--- src/rtl/axi_tx_arbiter.sv ---
// Round-robin, packet-locked arbiter sharing one AXI-stream tx channel among
// NUM_REQ requesters. Owner holds the channel until its last beat is accepted.
module axi_tx_arbiter #(
  parameter int NUM_REQ      = 4,
  parameter int T_DATA_BIT   = 128,
  parameter int T_USER_WIDTH = 16
) (
  input  logic                               clk,
  input  logic                               rst_n,
  input  logic [NUM_REQ-1:0]                 req_valid,
  output logic [NUM_REQ-1:0]                 req_ready,
  input  logic [NUM_REQ*T_DATA_BIT-1:0]      req_data,
  input  logic [NUM_REQ*T_USER_WIDTH-1:0]    req_user,
  input  logic [NUM_REQ-1:0]                 req_last,
  output logic                               t_valid,
  input  logic                               t_ready,
  output logic [T_DATA_BIT-1:0]              t_data,
  output logic [T_USER_WIDTH-1:0]            t_user,
  output logic [$clog2(NUM_REQ)-1:0]         grant_id,
  output logic                               busy
);

  localparam int GW = $clog2(NUM_REQ);

  typedef enum logic {IDLE, LOCKED} state_t;

  state_t        state, state_nxt;
  logic [GW-1:0] rr_ptr;
  logic [GW-1:0] sel_idx;
  logic [GW-1:0] xfer_idx;
  logic [GW-1:0] next_ptr;
  logic          sel_found;
  logic          slot_free;
  logic          xfer;
  logic          xfer_last;

  assign slot_free = !t_valid || t_ready;

  // Rotating priority search: rr_ptr first, then rr_ptr+1, ... wrapping.
  always_comb begin
    int unsigned   idx;
    logic [GW-1:0] cand;
    sel_idx   = rr_ptr;
    sel_found = 1'b0;
    idx       = 0;
    cand      = '0;
    for (int unsigned i = 0; i < NUM_REQ; i++) begin
      idx = 32'(rr_ptr) + i;
      if (idx >= NUM_REQ) idx = idx - NUM_REQ;
      cand = GW'(idx);
      if (!sel_found && req_valid[cand]) begin
        sel_found = 1'b1;
        sel_idx   = cand;
      end
    end
  end

  assign xfer_idx  = (state == LOCKED) ? grant_id : sel_idx;
  assign xfer      = |(req_valid & req_ready);
  assign xfer_last = req_last[xfer_idx];
  assign next_ptr  = (xfer_idx == GW'(NUM_REQ - 1)) ? '0 : xfer_idx + GW'(1);

  // State register
  always_ff @(posedge clk or negedge rst_n) begin
    if (!rst_n) state <= IDLE;
    else        state <= state_nxt;
  end

  // Next-state logic
  always_comb begin
    state_nxt = state;
    if (xfer) state_nxt = xfer_last ? IDLE : LOCKED;
  end

  // Outputs; rst_n gating keeps req_ready low while reset is held
  always_comb begin
    req_ready = '0;
    busy      = (state == LOCKED);
    if (rst_n && slot_free) begin
      if (state == LOCKED)  req_ready[grant_id] = 1'b1;
      else if (sel_found)   req_ready[sel_idx]  = 1'b1;
    end
  end

  // Registered tx stage, owner index and round-robin pointer
  always_ff @(posedge clk or negedge rst_n) begin
    if (!rst_n) begin
      t_valid  <= 1'b0;
      t_data   <= '0;
      t_user   <= '0;
      grant_id <= '0;
      rr_ptr   <= '0;
    end else begin
      if (xfer) begin
        t_valid  <= 1'b1;
        t_data   <= req_data[xfer_idx*T_DATA_BIT +: T_DATA_BIT];
        t_user   <= req_user[xfer_idx*T_USER_WIDTH +: T_USER_WIDTH];
        grant_id <= xfer_idx;
        if (xfer_last) rr_ptr <= next_ptr;
      end else if (t_valid && t_ready) begin
        t_valid <= 1'b0;
      end
    end
  end

endmodule

--- config.mk ---
export PLATFORM = sky130hd
export DESIGN_NAME = axi_tx_arbiter
export DESIGN_NICKNAME = d
export VERILOG_FILES = /design/src/rtl/axi_tx_arbiter.sv
export SDC_FILE = /design/constraint.sdc
export NUM_CORES = 1
export LEC_CHECK = 0
export BUFFER_PORTS_ARGS = -buffer_cell sky130_fd_sc_hd__buf_2
export CORE_AREA = 2 2 289 291
export DETAILED_ROUTE_END_ITERATION = 8
export DIE_AREA = 0 0 291 293
export GPL_ROUTABILITY_DRIVEN = 0
export REMOVE_ABC_BUFFERS = 1
export SLEW_MARGIN = 20
export SYNTH_ARGS = -nofsm -noshare
export SYNTH_HDL_FRONTEND = slang
export SYNTH_SLANG_ARGS = --single-unit
export TNS_END_PERCENT = 30
--- constraint.sdc ---
create_clock -name clk -period 3 [get_ports clk]
set_input_delay 0.45 -clock clk [delete_from_list [all_inputs] [get_ports clk]]
set_output_delay 0.45 -clock clk [all_outputs]
set_load 0.05 [all_outputs]
# After elaboration in Yosys (flattened, before gate mapping)
# Index checks and enable logic that the tools add are counted.
dict set report totals {
  reg_bits 150
  latch_bits 0
  ram_bits 0
  romBits 0
  input_bits 587
  output_inout_bits 152
  elab_cells 80
  memories 0
}
dict set report classes {
  addsub 8
  mul 0
  div_mod_pow 0
  n_lt_le_gt_ge 13
  eq_ne 1
  n_shift 2
  muxes 34
  bitwise_logic 1
  reduce_logical 15
}
# op count
set op_table {}
lappend op_table {{512-bit by 10-bit indexed part select with 128-bit output} 1}
lappend op_table {{64-bit by 7-bit indexed part select with 16-bit output} 1}
lappend op_table {{2-bit by 3-bit less-than comparator with 1-bit output (second input constant)} 7}
lappend op_table {{2-bit 2-to-1 mux} 10}
lappend op_table {{1-bit 2-to-1 mux} 14}
lappend op_table {{4-bit 2-to-1 mux} 3}
lappend op_table {{1-bit binary-select mux with 2-bit select} 5}
lappend op_table {{3-bit greater-or-equal comparator (second input constant)} 3}
lappend op_table {{2-bit by 1-bit subtractor with 2-bit output (second input constant)} 4}
lappend op_table {{1-bit logical AND} 7}
lappend op_table {{2-bit by 2-bit adder with 3-bit output (second input constant)} 2}
lappend op_table {{4-bit bitwise AND} 1}
lappend op_table {{1-bit demux with 2-bit select} 2}
lappend op_table {{2-bit by 1-bit greater-or-equal comparator with 1-bit output (second input constant)} 2}
lappend op_table {{1-bit zero test} 4}
lappend op_table {{4-bit OR reduction} 1}
lappend op_table {{2-bit by 1-bit adder with 3-bit output (second input constant)} 1}
lappend op_table {{2-bit by 3-bit greater-or-equal comparator with 1-bit output (second input constant)} 1}
lappend op_table {{2-bit by 1-bit adder with 2-bit output (second input constant)} 1}
lappend op_table {{2-bit equality test (second input constant)} 1}
lappend op_table {{2-bit AND reduction} 1}
lappend op_table {{2-bit nonzero test} 1}
lappend op_table {{1-bit logical OR} 1}

# Logic depth before layout (Yosys ltp)
dict set report depth {
  word_depth 24
  mapped_depth 10
  depth_no_buf 7
}

# Worst setup path before layout
# Ideal clock, no wire load.
dict set report synth_timing {
  kind {in2out}
  startpoint {in req_valid[2]}
  endpoint {out req_ready[1]}
  arrival_ps 2793
  t_required_ps 2550
  slack_ps -243
  stages 7
  path_cell_list {and2b_1 -> a2111oi_4 -> or2_1 -> o21ai_2 -> buf_2 -> clkbuf_1 -> a211oi_1}
}
dict set report synth_between {
  elab_chain_cells 19
  word_cells_on_any_way 30
}
# item line_no
set synth_lines {}
lappend synth_lines {{from (decl)} 10} ;# input logic [NUM_REQ-1:0] req_valid,
lappend synth_lines {{1-bit binary-select mux with 2-bit select} 51} ;# if (!sel_found && req_valid[cand]) begin
lappend synth_lines {{1-bit 2-to-1 mux (implied by the code)} 51}
lappend synth_lines {{1-bit 2-to-1 mux} 51}
lappend synth_lines {{1-bit zero test} 51}
lappend synth_lines {{1-bit logical AND} 51}
lappend synth_lines {{1-bit 2-to-1 mux} 51}
lappend synth_lines {{1-bit zero test} 51}
lappend synth_lines {{1-bit logical AND} 51}
lappend synth_lines {{[... 3 more ...]} n/a}
lappend synth_lines {{2-bit 2-to-1 mux} 51}
lappend synth_lines {{2-bit by 3-bit less-than comparator with 1-bit output (implied by the code) / 2-bit by 1-bit greater-or-equal comparator with 1-bit output (equally long branches)} 81} ;# else if (sel_found) req_ready[sel_idx] = 1'b1;
lappend synth_lines {{1-bit logical AND (implied by the code)} 81}
lappend synth_lines {{1-bit 2-to-1 mux (implied by the code)} 81}
lappend synth_lines {{1-bit demux with 2-bit select} 81}
lappend synth_lines {{4-bit 2-to-1 mux (*)} 81}
lappend synth_lines {{4-bit 2-to-1 mux (*)} 80} ;# if (state == LOCKED) req_ready[grant_id] = 1'b1;
lappend synth_lines {{4-bit 2-to-1 mux (*)} 79} ;# if (rst_n && slot_free) begin
lappend synth_lines {{to (decl)} 11} ;# output logic [NUM_REQ-1:0] req_ready,
# Every way passes the cells marked *; elsewhere a longest branch is shown, timed or not. The select of a mux whose other input is x is not followed.

# Worst setup path in the final report
dict set report layout_timing {
  startpoint {reg rr_ptr[0]}
  endpoint {out req_ready[1]}
}
dict set report layout_between {
  elab_chain_cells 21
  word_cells_on_any_way 45
}
# item line_no
set layout_lines {}
lappend layout_lines {{from (decl)} 28} ;# logic [GW-1:0] rr_ptr;
lappend layout_lines {{from (signal assigned)} 99} ;# if (xfer_last) rr_ptr <= next_ptr;
lappend layout_lines {{branches (longest 18 deep; another with 2-bit by 1-bit adder with 3-bit output)} n/a}
lappend layout_lines {{4-bit 2-to-1 mux (*)} 81}
lappend layout_lines {{4-bit 2-to-1 mux (*)} 80}
lappend layout_lines {{4-bit 2-to-1 mux (*)} 79}
# Mark *: on every way between the ends. The select of a mux whose other input is x is not followed.

==> metrics.md <==
| Metric | Value |
|---|---|
| Clock sink total | `150` |
| Crit. End Element | `output pin` |
| Worst Path Max Fanout | `47` |
| Mux cell area share after synthesis | `18.79%` |
| Yosys reg bits | `150` |
| TNS Setup | `0 ns` |
| Core area | `81850 sq um` |
| DR vias | `11980` |
| Count leader, synth | `nand2_1` |
| Fin. max-slew vios | `0` |
| Final Hold Vio Count | `0` |
| Number of port buffers | `738` |
| Syn avg cell area | `8.995 sq um` |
| Compound-cell area share of the yosys netlist | `20.63%` |
| GR Overflow Total | `0` |
| Gr usage total | `10.93%` |
| Worst skew pair latency | `0.46 ns` |
| Least-Margin Pin Slew | `0.7772 ns` |
| CTS Root Cell | `clkbuf_16` |
| Commonest cells in the netlist | `292 x nand2_1, 150 x dfrtp_1, 145 x a211oi_1, 145 x a31oi_1, 145 x nor2b_1` |
| Nets | `2524` |
| Vias in the first global route | `12040` |
| # DRC | `0` |
| Detailed placement HPWL | `39700 um` |
| Ratio of final minimum period to clock period | `94.51%` |
| Die ar. | `85260 sq um` |
| Vias/cell | `3.964` |
| Crit-path cells | `and2b_1 -> a2111oi_4 -> or2_4 -> o21ai_4 -> buf_12 -> a211oi_4 -> buf_6` |
| Worst min path class | `in2async` |
| Startpoint Class | `flop` |
| Worst vdd ir | `0.0005341 V` |
| Run status | `finished, final reports clean` |
| Post-synthesis adder-cell area fraction | `0%` |
| Synth top area share | `34.86%` |
| Ratio of cells with drive above 1 in the final layout | `50.95%` |
| Post-Synthesis Cells | `1197` |
| Synth Area in XOR/XNOR | `0.08135%` |
| Yosys warns | `0` |
| DIE WIDTH | `291 um` |
| Slowest CP cell | `dfrtp_1` |
| First-pass iteration count of the detailed router | `4` |
| Mapped cell area | `10770 sq um` |
| Clk slew on worst S/H paths | `0.07 ns` |
| Routed wire length | `48080 um` |
| Crit path buf inv count | `2` |
| Worst setup path class | `reg2out` |
| Largest net degree at the start of global routing | `84` |
| Sequential area share after synthesis | `34.86%` |
| Max Cap Violations | `0` |
| Pre-CTS setup slack | `-0.1197 ns` |
| Skew final | `0.01092 ns` |
| Tot Pwr | `23200 uW` |
| Async SR Flop Fraction | `100.0%` |
| Fin cells | `3023` |
| Top Family by Delay on Critical Path | `compound AO/OA/AOI/OAI gates` |
| Number of flops mapped to enable cells by yosys | `0` |
| Placed insts | `2985` |
| Critical Path AT | `2.39 ns` |
| Cell Pwr Density | `1379 nW/um^2` |
| Initial antenna violation count | `8` |
| Synth top area cells | `dfrtp_1 35%, mux2_4 13%, nand2_1 10%, a211oi_1 10%, a31oi_1 8.4%` |
| Site Rows | `105` |
| Final min period | `2.835 ns` |
| First-pass GRT wire length | `70380 um` |
| H-Tree Depth | `4` |
| Post-layout util | `20.56%` |
| Post-route ant nets | `0` |
| Synth-to-Final Area Change | `56.27%` |
| Final worst slack | `0.1646 ns` |
| Simple-Gate Fraction of Synth Area | `20.21%` |
| Drt first-iter violations | `471` |
| Relative slew slack | `48.18%` |
| Leak | `0.007884 uW` |
| Fmax achieved | `352.7 MHz` |
| Main synth FF type | `dfrtp_1` |
| CTS tree | `yes` |
| Setup violators final | `0` |
| Largest family of logic cells by synthesized area | `compound AO/OA/AOI/OAI gates` |
| Avg WL per Cell | `15.90 um` |
| Chip Height | `293 um` |
| I/O Pins | `739` |
| Slowest stage delay, CP | `0.36 ns` |
| Starting Density | `13.15%` |
| Worst Path Required | `2.55 ns` |
| Maximum clock path buffer count | `2` |
| Num CTS Buffers | `17` |
| Post-synth top area cell | `dfrtp_1` |
| RSZ-0062 raised after global routing | `false` |
| Synth cell types | `42` |
## cells in the final DEF, fill, tap and decap left out, drive strengths merged, types with 3 or more instances in the layout
cell type,n
a211oi,145
a21oi,6
a31oi,147
buf,833
bufinv,3
clkbuf,22
clkinv,3
dfrtp,150
diode,4
inv,8
mux2,146
nand2,292
nand2b,6
nor2,11
nor2b,145
o21ai,6
## metrics by stage
step                hold slack, ns  instance area [sq um]
floorplan                   0.1544                  10200
global placement            0.2847                  16140
detailed placement          0.2851                  16140
CTS                         0.3174                  16810
global route                0.3283                  16820
finish                      0.3760                  16820
## timing repair
item / in CTS / in global routing
endpoints found under the setup margin: 1 / 1
gates resized for setup: 6 / 0
hold endpoints to repair: 17 / 0
buffers inserted: 2 / 0
hold buffers: 1 / 0
pin swaps: 2 / 1
## area by class of cell
type,count,area (sq um)
clock inverter,9,141.4
timing repair buffer,834,4592
multi-input combinational,928,6481
clock buffer,22,484.2
antenna,4,10.01
inverter,6,22.52
tap,1070,1339
fill,9132,65020
sequential,150,3755
## flip-flops by register name, indices dropped and copies added (netlist names)
signal    cells
t_data      128
t_user       16
grant_id      2
rr_ptr        2
busy          1
t_valid       1
## layer usage
metal	wire (um)	GRT usage, %
met1	18250	11.68
met2	23170	18.62
met3	4220	4.138
met4	2380	6.028
met5	57	0
## power breakdown
| part | internal [uW] | switching [uW] |
|---|---|---|
| clock network | 1400 | 964 |
| registers | 3150 | 673 |
| logic | 6390 | 10600 |
| total | 10900 | 12300 |
## final timing paths
path	endpoint	startpoint	slack [ns]	cells past startpoint
worst max-delay path	req_ready[1]	rr_ptr[0]$_DFFE_PN0P_	0.16	7
worst min-delay path	t_data[35]$_DFFE_PN0P_	rst_n	0.38	2
worst max register to register	t_data[102]$_DFFE_PN0P_	rr_ptr[1]$_DFFE_PN0P_	0.35	8
worst min register to register	t_data[78]$_DFFE_PN0P_	t_data[78]$_DFFE_PN0P_	0.48	1
max in group asynchronous	t_data[41]$_DFFE_PN0P_	rst_n	1.05	5
min in group clk	t_data[100]$_DFFE_PN0P_	req_data[356]	0.41	4
## logic make-up (layout without fill, tap and decap cells)
kind of cell | count (synthesis) | in the layout
flops | 150 | 150
compound gates | 313 | 313
other cells | 0 | 4
mux | 147 | 147
simple gates | 467 | 467
buf+inv | 119 | 871
xor+xnor | 1 | 1
Power figures use the tool's default switching activity.
